==> src/rtl/ireg_wb_sched_pkg.sv <==
// ireg_pkg: shared register-index and data types for the integer writeback path
package ireg_pkg;
    typedef logic [4:0] reg_idx_t;
    typedef logic signed [31:0] xlen_t;
    localparam reg_idx_t ZERO_REG = 5'd0;
endpackage

==> src/rtl/ireg_wb_sched_scoreboard.sv <==
// ireg_scoreboard: pending-write vector, long-op count and RAW/WAW hazard compare
// IREG_SB_BYPASS_EN lets a return accepted this cycle unmask its register immediately
import ireg_pkg::*;

module ireg_scoreboard #(
    parameter int MAX_LONG = 4
) (
    input  logic     clk,
    input  logic     rst_n,
    input  reg_idx_t rs1,
    input  logic     rs1_v,
    input  reg_idx_t rs2,
    input  logic     rs2_v,
    input  reg_idx_t rd,
    input  logic     rd_v,
    input  logic     set,
    input  reg_idx_t set_rd,
    input  logic     clr,
    input  reg_idx_t clr_rd,
    output logic     hazard,
    output logic     full
);
    logic [31:0] pending, set_m, clr_m, vis;
    logic [3:0]  out_cnt;
    logic        inc, dec;
    always_comb begin
        set_m = (set && set_rd != ZERO_REG) ? 32'd1 << set_rd : '0;
        clr_m = clr ? 32'd1 << clr_rd : '0;
`ifdef IREG_SB_BYPASS_EN
        vis = pending & ~clr_m;
`else
        vis = pending;
`endif
        hazard = (rs1_v & vis[rs1]) | (rs2_v & vis[rs2]) | (rd_v & vis[rd]);
        full = out_cnt == 4'(MAX_LONG);
        inc = |set_m;
        dec = clr & (inc | (out_cnt != 4'd0));
    end
    // clear is applied before set so a same-register reissue stays pending
    always_ff @(posedge clk or negedge rst_n) begin
        if (!rst_n) begin
            pending <= '0;
            out_cnt <= '0;
        end else begin
            pending <= ((pending & ~clr_m) | set_m) & ~32'd1;
            out_cnt <= out_cnt + 4'(inc) - 4'(dec);
        end
    end
endmodule

==> src/rtl/ireg_wb_sched.sv <==
// ireg_wb_sched: single-port register-file writeback arbiter with long-latency scoreboard
// Build option IREG_SB_BYPASS_EN: same-cycle scoreboard clear on return acceptance
import ireg_pkg::*;

module ireg_wb_sched #(
    parameter int MAX_LONG   = 4,
    parameter int STARVE_MAX = 8
) (
    input  logic     clk,
    input  logic     rst_n,
    input  logic     issue_v,
    input  reg_idx_t issue_rs1,
    input  logic     issue_rs1_v,
    input  reg_idx_t issue_rs2,
    input  logic     issue_rs2_v,
    input  reg_idx_t issue_rd,
    input  logic     issue_rd_v,
    input  logic     issue_long,
    output logic     stall,
    input  logic     x_v,
    input  reg_idx_t x_rd,
    input  xlen_t    x_data,
    input  logic     lret_v,
    output logic     lret_ready,
    input  reg_idx_t lret_rd,
    input  xlen_t    lret_data,
    output logic     wb_v,
    output reg_idx_t wb_rd,
    output xlen_t    wb_data
);
    localparam int SW = $clog2(STARVE_MAX + 1);
    logic          hazard, full, accept, x_w, fire, starved;
    logic [SW-1:0] starve_cnt;
    always_comb begin
        lret_ready = ~x_v | (x_rd == ZERO_REG);
        accept = lret_v & lret_ready;
        x_w = x_v & (x_rd != ZERO_REG);
        starved = starve_cnt == SW'(STARVE_MAX);
        stall = issue_v & (hazard | (issue_long & full) | starved);
        fire = issue_v & ~stall;
    end
    ireg_scoreboard #(.MAX_LONG(MAX_LONG)) u_sb (
        .clk    (clk),
        .rst_n  (rst_n),
        .rs1    (issue_rs1),
        .rs1_v  (issue_rs1_v),
        .rs2    (issue_rs2),
        .rs2_v  (issue_rs2_v),
        .rd     (issue_rd),
        .rd_v   (issue_rd_v),
        .set    (fire & issue_long & issue_rd_v),
        .set_rd (issue_rd),
        .clr    (accept),
        .clr_rd (lret_rd),
        .hazard (hazard),
        .full   (full)
    );
    // an x0 execute result yields the port, so the long return takes it instead
    always_ff @(posedge clk or negedge rst_n) begin
        if (!rst_n) begin
            starve_cnt <= '0;
            wb_v       <= 1'b0;
            wb_rd      <= ZERO_REG;
            wb_data    <= '0;
        end else begin
            starve_cnt <= (lret_v & ~lret_ready) ? (starved ? starve_cnt : starve_cnt + 1'b1) : '0;
            wb_v       <= x_w | (accept & (lret_rd != ZERO_REG));
            wb_rd      <= x_w ? x_rd : lret_rd;
            wb_data    <= x_w ? x_data : lret_data;
        end
    end
endmodule

==> config.mk <==
export PLATFORM = sky130hd
export DESIGN_NAME = ireg_wb_sched
export DESIGN_NICKNAME = d
export VERILOG_FILES = /design/src/rtl/ireg_wb_sched_pkg.sv /design/src/rtl/ireg_wb_sched_scoreboard.sv /design/src/rtl/ireg_wb_sched.sv
export SDC_FILE = /design/constraint.sdc
export NUM_CORES = 1
export LEC_CHECK = 0
export ABC_AREA = 1
export CAP_MARGIN = 20
export CORE_ASPECT_RATIO = 1.25
export CORE_MARGIN = 2
export CORE_UTILIZATION = 45
export CTS_BUF_LIST = sky130_fd_sc_hd__clkbuf_16
export CTS_CLUSTER_DIAMETER = 120
export DETAILED_ROUTE_END_ITERATION = 16
export PLACE_DENSITY = 0.77
export SLEW_MARGIN = 5
export SYNTH_ARGS = -nofsm -noshare
export SYNTH_HDL_FRONTEND = slang
export SYNTH_SLANG_ARGS = --single-unit
==> constraint.sdc <==
create_clock -name clk -period 3.15 [get_ports clk]
set_clock_uncertainty 0.1 [all_clocks]
set_input_delay 0.4725 -clock clk [delete_from_list [all_inputs] [get_ports clk]]
set_output_delay 0.4725 -clock clk [all_outputs]
set_load 0.02 [all_outputs]
# Word level (Yosys, flattened, before mapping)
# Cells that the tools add are included.
[totals]
out_inout_bits = 40
input_bits = 98
reg_bits = 77
[classes]
n_eq_ne = 3
n_addsub = 3
n_lt_le_gt_ge = 3
n_shift = 2
n_bitwise = 26
mux = 12
reduce_logical = 7
[ops]
columns = ["cell", "n"]
rows = [
  ["$mux W32", 3],
  ["$shl A1 B5 Y32 const A", 2],
  ["$and A32 B32 Y32", 1],
  ["$not A32 Y32", 1],
  ["$or A32 B32 Y32", 1],
  ["$reduce_or A32 Y1", 1],
  ["$lt A5 B6 Y1 const B", 3],
  ["$bmux W1 S5", 3],
  ["$reduce_bool A5 Y1", 3],
  ["$and A1 B1 Y1", 13],
  ["$mux W4", 2],
  ["$or A1 B1 Y1", 7],
  ["$logic_not A5 Y1", 1],
  ["$mux W5", 1],
  ["$add A4 B1 Y4", 1],
  ["$add A4 B1 Y4 const B", 1],
  ["$eq A4 B3 Y1 const B", 1],
  ["$eq A4 B4 Y1 const B", 1],
  ["$reduce_bool A4 Y1", 1],
  ["$sub A4 B1 Y4", 1],
  ["$mux W1", 3],
  ["$not A1 Y1", 3],
  ["$ne A2 B2 Y1 const B", 1],
  ["$logic_and A1 B1 Y1", 1],
]

# Longest topological paths before layout
# Gate-level depths: netlist of run 1.
[logic_depth]
ltp_word = 18
mapped_depth = 20
mapped_depth_nobuf = 18

# By module
# From an unflattened synthesis of run 1, not the netlist that was laid out.
[unflattened]
cells_unflattened = 659
hier_area_um2 = 4649.5
[modules_own_cells]
columns = ["module", "area_per_inst_um2", "instances", "cells_each"]
rows = [
  ["ireg_scoreboard", 2844.0, 1, 452],
  ["ireg_wb_sched", 1805.5, 1, 207],
]

# Worst setup path before layout of run 1
# No wires, ideal clock.
[synth_timing]
path_kind = "input -> register"
from = "input port issue_rd[0]"
to = "register u_sb.out_cnt[2]"
t_arrival_ns = 2.704
setup_ns = 0.123
path_buffers = 2
setup_slack_ns = 0.224
stages = 20
path_cell_list = "buf_4 > inv_2 > nand2_2 > inv_2 > nand2_1 > nand3_1 > nand3_1 > nand3_1 > nand3_1 > nand2_1 > nor2_2 > nand2_2 > buf_6 > a21oi_2 > ha_1 > inv_1 > ha_1 > inv_1 > fa_1 > xnor2_1"
[synth_between]
elab_chain_cells = 17
word_cells_on_any_way = 20
[synth_lines]
columns = ["element", "line", "text"]
rows = [
  ["start, declared", "ireg_wb_sched.sv:16", "input reg_idx_t issue_rd,"],
  ["$bmux W1 S5", "ireg_wb_sched_scoreboard.sv:34", "hazard = (rs1_v & vis[rs1]) | (rs2_v & vis[rs2]) | (rd_v & vis[rd]);"],
  ["$mux W1 (implied by the code)", "ireg_wb_sched_scoreboard.sv:34", ""],
  ["$and A1 B1 Y1", "ireg_wb_sched_scoreboard.sv:34", ""],
  ["$or A1 B1 Y1", "ireg_wb_sched_scoreboard.sv:34", ""],
  ["$or A1 B1 Y1 (2 in series)", "ireg_wb_sched.sv:39", "stall = issue_v & (hazard | (issue_long & full) | starved);"],
  ["$and A1 B1 Y1", "ireg_wb_sched.sv:39", ""],
  ["$not A1 Y1", "ireg_wb_sched.sv:40", "fire = issue_v & ~stall;"],
  ["$and A1 B1 Y1", "ireg_wb_sched.sv:40", ""],
  ["$and A1 B1 Y1 (2 in series)", "ireg_wb_sched.sv:51", ".set (fire & issue_long & issue_rd_v),"],
  ["$logic_and A1 B1 Y1", "ireg_wb_sched_scoreboard.sv:27", "set_m = (set && set_rd != ZERO_REG) ? 32'd1 << set_rd : '0;"],
  ["$mux W32 (*)", "ireg_wb_sched_scoreboard.sv:27", ""],
  ["$reduce_or A32 Y1 (*)", "ireg_wb_sched_scoreboard.sv:36", "inc = |set_m;"],
  ["branches (longest 2 deep; another with $add A4 B1 Y4)", "n/a", ""],
  ["$sub A4 B1 Y4 (*)", "ireg_wb_sched_scoreboard.sv:46", "out_cnt <= out_cnt + 4'(inc) - 4'(dec);"],
  ["end signal, assigned", "ireg_wb_sched_scoreboard.sv:46", ""],
  ["end, declared", "ireg_wb_sched_scoreboard.sv:24", "logic [3:0] out_cnt;"],
]
# Every way passes the cells marked *. The select of a mux whose other input is x is not followed.
# A chain may end at the register's enable or synchronous reset.

# Worst setup path in the final report of run 1
[layout_timing]
from = "input port issue_rs2[1]"
to = "register u_sb.out_cnt[2]"
[layout_between]
elab_chain_cells = 18
word_cells_on_any_way = 19
[layout_lines]
columns = ["element", "line", "text"]
rows = [
  ["start, declared", "ireg_wb_sched.sv:14", "input reg_idx_t issue_rs2,"],
  ["$bmux W1 S5 (*)", "ireg_wb_sched_scoreboard.sv:34", ""],
  ["$mux W1 (implied by the code) (*)", "ireg_wb_sched_scoreboard.sv:34", ""],
  ["$and A1 B1 Y1 (*)", "ireg_wb_sched_scoreboard.sv:34", ""],
  ["$or A1 B1 Y1 (*) (2 in series)", "ireg_wb_sched_scoreboard.sv:34", ""],
  ["$or A1 B1 Y1 (*) (2 in series)", "ireg_wb_sched.sv:39", ""],
  ["$and A1 B1 Y1 (*)", "ireg_wb_sched.sv:39", ""],
  ["$not A1 Y1 (*)", "ireg_wb_sched.sv:40", ""],
  ["$and A1 B1 Y1 (*)", "ireg_wb_sched.sv:40", ""],
  ["$and A1 B1 Y1 (*) (2 in series)", "ireg_wb_sched.sv:51", ""],
  ["$logic_and A1 B1 Y1 (*)", "ireg_wb_sched_scoreboard.sv:27", ""],
  ["$mux W32 (*)", "ireg_wb_sched_scoreboard.sv:27", ""],
  ["$reduce_or A32 Y1 (*)", "ireg_wb_sched_scoreboard.sv:36", ""],
  ["branches (longest 2 deep; another with $add A4 B1 Y4)", "n/a", ""],
  ["$sub A4 B1 Y4 (*)", "ireg_wb_sched_scoreboard.sv:46", ""],
]
# Marks and branches as above.

==> flow_summary.toml, run 1 <==
[outcome]
status = "completed"

[routing]
drc = 0
wl_per_cell_um = 17.40
ant_nets = 0
vias_per_cell = 5.538
via_count = 5112
drtIter0Drc = 511
drtPass1Iterations = 6
routed_wl_um = 16060

[power_and_ir_drop]
p_int_mw = 2.086
p_clk_frac = 0.319
peakVddDrop_mv = 0.3455
power.total_mw = 3.004
powerDensity_nw_per_um2 = 453.1
switching_share = 0.3056
net-switching-power_mw = 0.9182
p_leak_nw = 3.136
pwr-share-comb = 0.290
seqPwrFrac = 0.391

[floorplan]
rows = 41
coreArea_um2 = 10160
die_w_um = 95.56
start_util = 0.4643
ios = 138
dieHeight_um = 118.5
dieArea_um2 = 11320

[synth]
synth_top_family_by_area = "simple AND/OR/NAND/NOR gates"
netlist_instances = 643
synth_area_um2 = 4716
yosys.area_share.simple = 0.3444
ys_ff_latch = 77
synth.distinct_cells = 30
synth-compound-area-share = 0.1141
synth_fa_ha_area_frac = 0.02547
synth_area_leader_cell = "dfrtp_1"
synth_area_leaders = "dfrtp_1 (41%), nand2_1 (18%), nand3_1 (8.3%)"
synth-xor-area-share = 0.007429
ys_warn_count = 0
avgSynthCellArea_um2 = 7.334
muxShareOfSynthArea = 0
ys_seq_area_frac = 0.4086
synth_top_cell_area_share = 0.4086
synth_nets = 750

[clock_network]
cts_hold_buf = 0
clkSlewWorstSetupHoldPaths_ns = 0.06
clk_path_buf_depth = 2
h-tree-depth = 3
cts_buffers = 9
cts.sinks = 77
clock_latency_ns = 0.33
cts_root_buf = "clkbuf_16"
cts_tree = "built"

[placement]
place.gp.congestion = 0.9723
port_buffers = 137
dp_hpwl_um = 12590
dp_worst_setup_slack_ns = -0.3076
dpl_cell_area_um2 = 6302
dp.cells = 905

[worst_setup_path]
crit_path_max_incr_delay_ns = 0.46
crit_type = "input pin to flop"
path_buf_inv = 4
slowest_stage = "clkdlybuf4s50_1"
crit_fanout = 5
arrival_ns = 3.12
required_ns = 3.27
path_delay_family = "adder cells"
crit_chain = "clkdlybuf4s50_1 > buf_4 > o211ai_1 > nand3_1 > nand3_1 > nand3_1 > nand3_1 > nand2_1 > nor2_2 > nand2_2 > a21oi_2 > ha_1 > inv_1 > ha_2 > inv_1 > fa_1 > xnor2_1"
startpoint_type = "input pin"
crit_top_cell = "nand3_1"
cp-end-kind = "flop"

[global_routing]
gr-usage-met2 = 0.4738
grt_max_degree = 78
grt_use_total = 0.3009
top_usage_layer = "met2"
met1_usage = 0.3241
grt_pass1_wl_um = 26060
gr-total-overflow = 0
grt_pass1_vias = 5247
grtUsageMet3 = 0.1205
antenna_found_initial = 0

[final_layout]
area_delta_synth_final_pct = 40.59
utilization = 0.6527
most-common-layout-cells = "nand2_1 (219), clkdlybuf4s50_1 (130), nand3_1 (78)"
finalInstanceArea_um2 = 6630
mostFrequentLayoutCell = "nand2_1"
finalNetCount = 898
drive_gt1_frac = 0.1234
nFillCells = 863
diodes = 0
fin_cells = 923

[sta]
timing.hold.ws_ns = 0.1647
final-hold-violation-count = 0
setup_violations = 0
finalCritPeriodShare = 0.9536
fin_ws_ns = 0.1462
max_freq_ghz = 0.3329
report.final.slew_viol_count = 0
slew_headroom = 0.3562
fin_crit_ns = 3.004
worst_slew_pin_slew_ns = 0.9656
setup_tns_ns = 0

[worst_hold_path]
hp-class = "input pin to async pin"

[flow_run]
max-cap-violations = 0
cell usage after synthesis (all sizes together):
cell type,n
nand3,78
nor3b,1
fa,1
clkbuf,22
o211ai,1
o21ai,55
buf,16
dfrtp,77
nand2,225
inv,60
xor2,1
nand4,42
o31ai,15
nor3,4
nor2,23
clkinv,5
xnor2,3
a21oi,5
a41oi,1
ha,8
final cells by class:
| class | instances | area (µm²) | share of cell area |
|---|---|---|---|
| multi-input combinational | 463 | 2327 | 0.3510 |
| inverter | 65 | 252.7 | 0.03812 |
| clock inverter | 5 | 46.29 | 0.006982 |
| sequential | 77 | 1927 | 0.2906 |
| tap | 129 | 161.4 | 0.02434 |
| clock buffer | 9 | 225.2 | 0.03397 |
| timing repair buffer | 175 | 1690 | 0.2550 |
state kept, by name, summed over array words and instances, names as in the netlist:
signal / cells
u_sb.out_cnt: 4
wb_data: 32
u_sb.pending: 31
wb_v: 1
wb_rd: 5
starve_cnt: 4
power by group through the flow:
stage / combinational, mW / sequential [mW] / clock (mW)
6_report: 0.872 / 1.17 / 0.958
5_1_grt: 0.966 / 1.18 / 1.02
4_1_cts: 0.865 / 1.17 / 0.980
3_5_place_dp: 0.860 / 1.19 / 0
3_3_place_gp: 0.831 / 1.18 / 0
2_1_floorplan: 0.429 / 1.21 / 0
worst paths after layout:
kind,start,to,slack [ns],cells after the start
max,issue_rs2[1],u_sb.out_cnt[2]$_DFF_PN0_,0.15,17
min,rst_n,wb_data[22]$_DFF_PN0_,0.16,1
max reg2reg,u_sb.pending[26]$_DFF_PN0_,u_sb.out_cnt[2]$_DFF_PN0_,0.31,15
min reg2reg,u_sb.pending[10]$_DFF_PN0_,u_sb.pending[10]$_DFF_PN0_,0.42,2
max in group asynchronous,rst_n,starve_cnt[0]$_DFFE_PN0P_,2.13,1
min in group clk,u_sb.pending[10]$_DFF_PN0_,u_sb.pending[10]$_DFF_PN0_,0.42,2
logic make-up (layout without fill, tap and decap cells):
family / Yosys count / after routing
adders and majority gates: 9 / 9
xor gates and xnor gates: 4 / 4
buffers and inverters: 103 / 254
and+or+nand+nor: 373 / 373
DFF: 77 / 77
AOI/OAI and AO/OA: 77 / 77
layer usage:
layer,share of wire,wire (µm)
met1,0.35,5622
met2,0.47,7487
met3,0.11,1845
met4,0.069,1102
met5,0,0
what timing repair did:
| item | CTS | global route |
|---|---|---|
| setup endpoints to repair | 1 | 4 |
| resized for setup | 1 | 15 |
| cloned | 0 | 0 |
| buffers inserted | 0 | 4 |
| pin swaps | 0 | 10 |
| endpoints found under the hold margin | 0 | 0 |
Power figures use the tool's default switching activity.
==> run 2: changes to the inputs <==
- ABC_AREA: 1 -> not set
- PLACE_DENSITY: 0.77 -> 0.78
==> run 2 against run 1 <==
Combinational power down 0.9%. Global-route usage down 3.4 points. Final cell count down 21%. Sequential share of layout area up 0.14 points. Flip-flop and latch count unchanged. Non-clock buffer count up 12. Wire length down 15%. Register-to-register slack worse by 0.22 ns. Critical path depth down 5. Worst setup slack worse by 0.058 ns. Largest cell class unchanged.
==> flow_summary.toml, run 2 <==
[outcome]
status = "completed"

[routing]
via_count = 4186
routed_wl_um = 13680
wl_per_cell_um = 18.84
drtPass1Iterations = 6
drc = 0
ant_nets = 0
vias_per_cell = 5.766
drtIter0Drc = 390

[global_routing]
grt_pass1_vias = 4386
grt_max_degree = 78
grt_pass1_wl_um = 21940
antenna_found_initial = 2
grt_use_total = 0.2670
gr-total-overflow = 0

[power_and_ir_drop]
peakVddDrop_mv = 0.4235
p_leak_nw = 2.758
powerDensity_nw_per_um2 = 460.4

[synth]
synth.distinct_cells = 48
synth_nets = 533
synth_commonest_cells = "dfrtp_1 (77), nor2_1 (40), mux2_2 (37)"
synth_area_um2 = 4448
synth_edf_count = 0
synth-async-reset-ratio = 1.000
ys_ff_latch = 77
ys_warn_count = 0
ys_seq_area_frac = 0.4332
synthFlopType = "dfrtp_1"
avgSynthCellArea_um2 = 10.44
synth_area_leaders = "dfrtp_1 (43%), mux4_2 (9.6%), mux2_2 (9.4%)"
synth_most_common_cell = "dfrtp_1"
synth_area_leader_cell = "dfrtp_1"
netlist_instances = 426
synth_top_cell_area_share = 0.4332

[worst_setup_path]
crit_fanout = 4
cp-end-kind = "flop"
r2r_start = "u_sb.pending[24]$_DFF_PN0_"
required_ns = 3.29
startpoint_type = "flop"
reg2reg_to = "u_sb.out_cnt[1]$_DFF_PN0_"
crit_type = "flop to flop"
worstRegToRegCells = 12
r2r_slack_ns = 0.09
arrival_ns = 3.20

[floorplan]
coreArea_um2 = 9609
dieArea_um2 = 10700
dieHeight_um = 115.2
ios = 138
die_w_um = 92.93
rows = 40
start_util = 0.4629

[sta]
setup_tns_ns = 0
setup_violations = 0
worst_slew_pin_slew_ns = 0.9711
finalCritPeriodShare = 0.9721
fin_crit_ns = 3.062
report.final.slew_viol_count = 0
fin_ws_ns = 0.08801
slew_headroom = 0.3526
rsz0062_at_grt = "true"
max_freq_ghz = 0.3266
final-hold-violation-count = 0

[placement]
dp_worst_setup_slack_ns = -0.6276
port_buffers = 137
dp_hpwl_um = 10180
place.gp.congestion = 0.9407

[clock_network]
cts_tree = "built"
cts_root_buf = "clkbuf_16"
cts_buffers = 9
cts_hold_buf = 0
h-tree-depth = 3
clkSlewWorstSetupHoldPaths_ns = 0.06
clock_latency_ns = 0.34
cts.sinks = 77
clk_path_buf_depth = 2

[final_layout]
drive_gt1_frac = 0.2371
largest_reg_flops = 32
most-common-layout-cells = "clkdlybuf4s50_1 (127), dfrtp_1 (77), buf_4 (42)"
utilization = 0.6866
finalNetCount = 702
mostFrequentLayoutCell = "clkdlybuf4s50_1"
top_regs = "wb_data (32), u_sb.pending (31), wb_rd (5)"
regMostFlops = "wb_data"
area_delta_synth_final_pct = 48.33

[worst_hold_path]
hp-class = "input pin to async pin"

[flow_run]
max-cap-violations = 0
[run 2: changes by cell type after synthesis, moves of 19 or more]
cell | before | now
inv_1 | 53 | 15
mux2_2 | 0 | 37
mux4_2 | 0 | 19
nand2_1 | 222 | 32
nand3_1 | 78 | 8
nor2_1 | 21 | 40
o21ai_1 | 0 | 33
o21ai_2 | 28 | 0
[run 2: worst max path at each step]
| stage | from | end | slack, ns | cells after the start |
|---|---|---|---|---|
| finish | u_sb.pending[24]$_DFF_PN0_ | u_sb.out_cnt[1]$_DFF_PN0_ | 0.09 | 12 |
| floorplan | issue_rs1[0] | u_sb.out_cnt[2]$_DFF_PN0_ | -0.14 | 14 |
| global route | u_sb.pending[24]$_DFF_PN0_ | u_sb.out_cnt[1]$_DFF_PN0_ | -0.01 | 12 |
| global placement | issue_rs1[0] | u_sb.out_cnt[1]$_DFF_PN0_ | -0.58 | 14 |
| detailed placement | issue_rs1[0] | u_sb.out_cnt[2]$_DFF_PN0_ | -0.63 | 14 |
| CTS | issue_rs1[1] | u_sb.out_cnt[1]$_DFF_PN0_ | 0.003 | 13 |
[run 2: metrics by stage]
stage	hold WS, ns	instance area [µm²]	std cells	power [mW]
2_1_floorplan	0.07691	4472	426	1.627
3_3_place_gp	0.4269	6197	705	1.995
3_5_place_dp	0.4492	6197	705	2.030
4_1_cts	0.2348	6550	721	3.037
5_1_grt	0.2799	6595	725	3.187
6_report	0.1990	6598	726	3.037
[run 2: logic make-up after synthesis]
group	Yosys count	synth area share
AND/OR/NAND/NOR	140	0.1550
AO/OA/AOI/OAI	86	0.1151
flip-flops	77	0.4332
multiplexers	65	0.2104
buffers and inverters	44	0.04950
adder cells (fa/ha/maj)	9	0.02701
XOR/XNOR	5	0.009847
[run 2: layout make-up]
type,count,area (µm²)
Clock inverter,6,55.05
Antenna cell,1,2.502
Timing Repair Buffer,187,1798
Inverter,15,56.30
Clock buffer,9,225.2
Fill cell,739,3012
Sequential cell,77,1927
Tap cell,126,157.7
Multi-Input combinational cell,305,2376
[run 2: timing repair]
action,in CTS,in global routing
endpoints found under the setup margin,4,4
cloned,1,1
pin swaps,9,9
hold endpoints to repair,0,0
setup buffers,0,3
gates resized for setup,20,18
[run 2: worst max-delay path: stages, from the launching register on]
cell and delay (ns):
dfrtp_1 0.42, mux4_2 0.47, mux2_4 0.28, o221a_1 0.27, o31ai_4 0.09, nand4_1 0.16
o2bb2ai_2 0.13, ha_1 0.23, inv_1 0.06, ha_2 0.18, inv_2 0.04, fa_2 0.52
inv_2 0.03
[run 2: power by group]
part / internal, mW / total [mW] / leakage, nW / switching, mW
Clock: 0.600 / 0.990 / 0.136 / 0.390
Sequential: 1.10 / 1.18 / 0.967 / 0.0807
Combinational: 0.457 / 0.864 / 1.66 / 0.407
Total: 2.16 / 3.04 / 2.76 / 0.878
[run 2: layer usage]
metal,global-route usage,share of wire,routed length (µm)
met5,0,0,0
met4,0.1127,0.030,409
met3,0.08978,0.11,1455
met2,0.4386,0.48,6591
met1,0.3232,0.38,5220
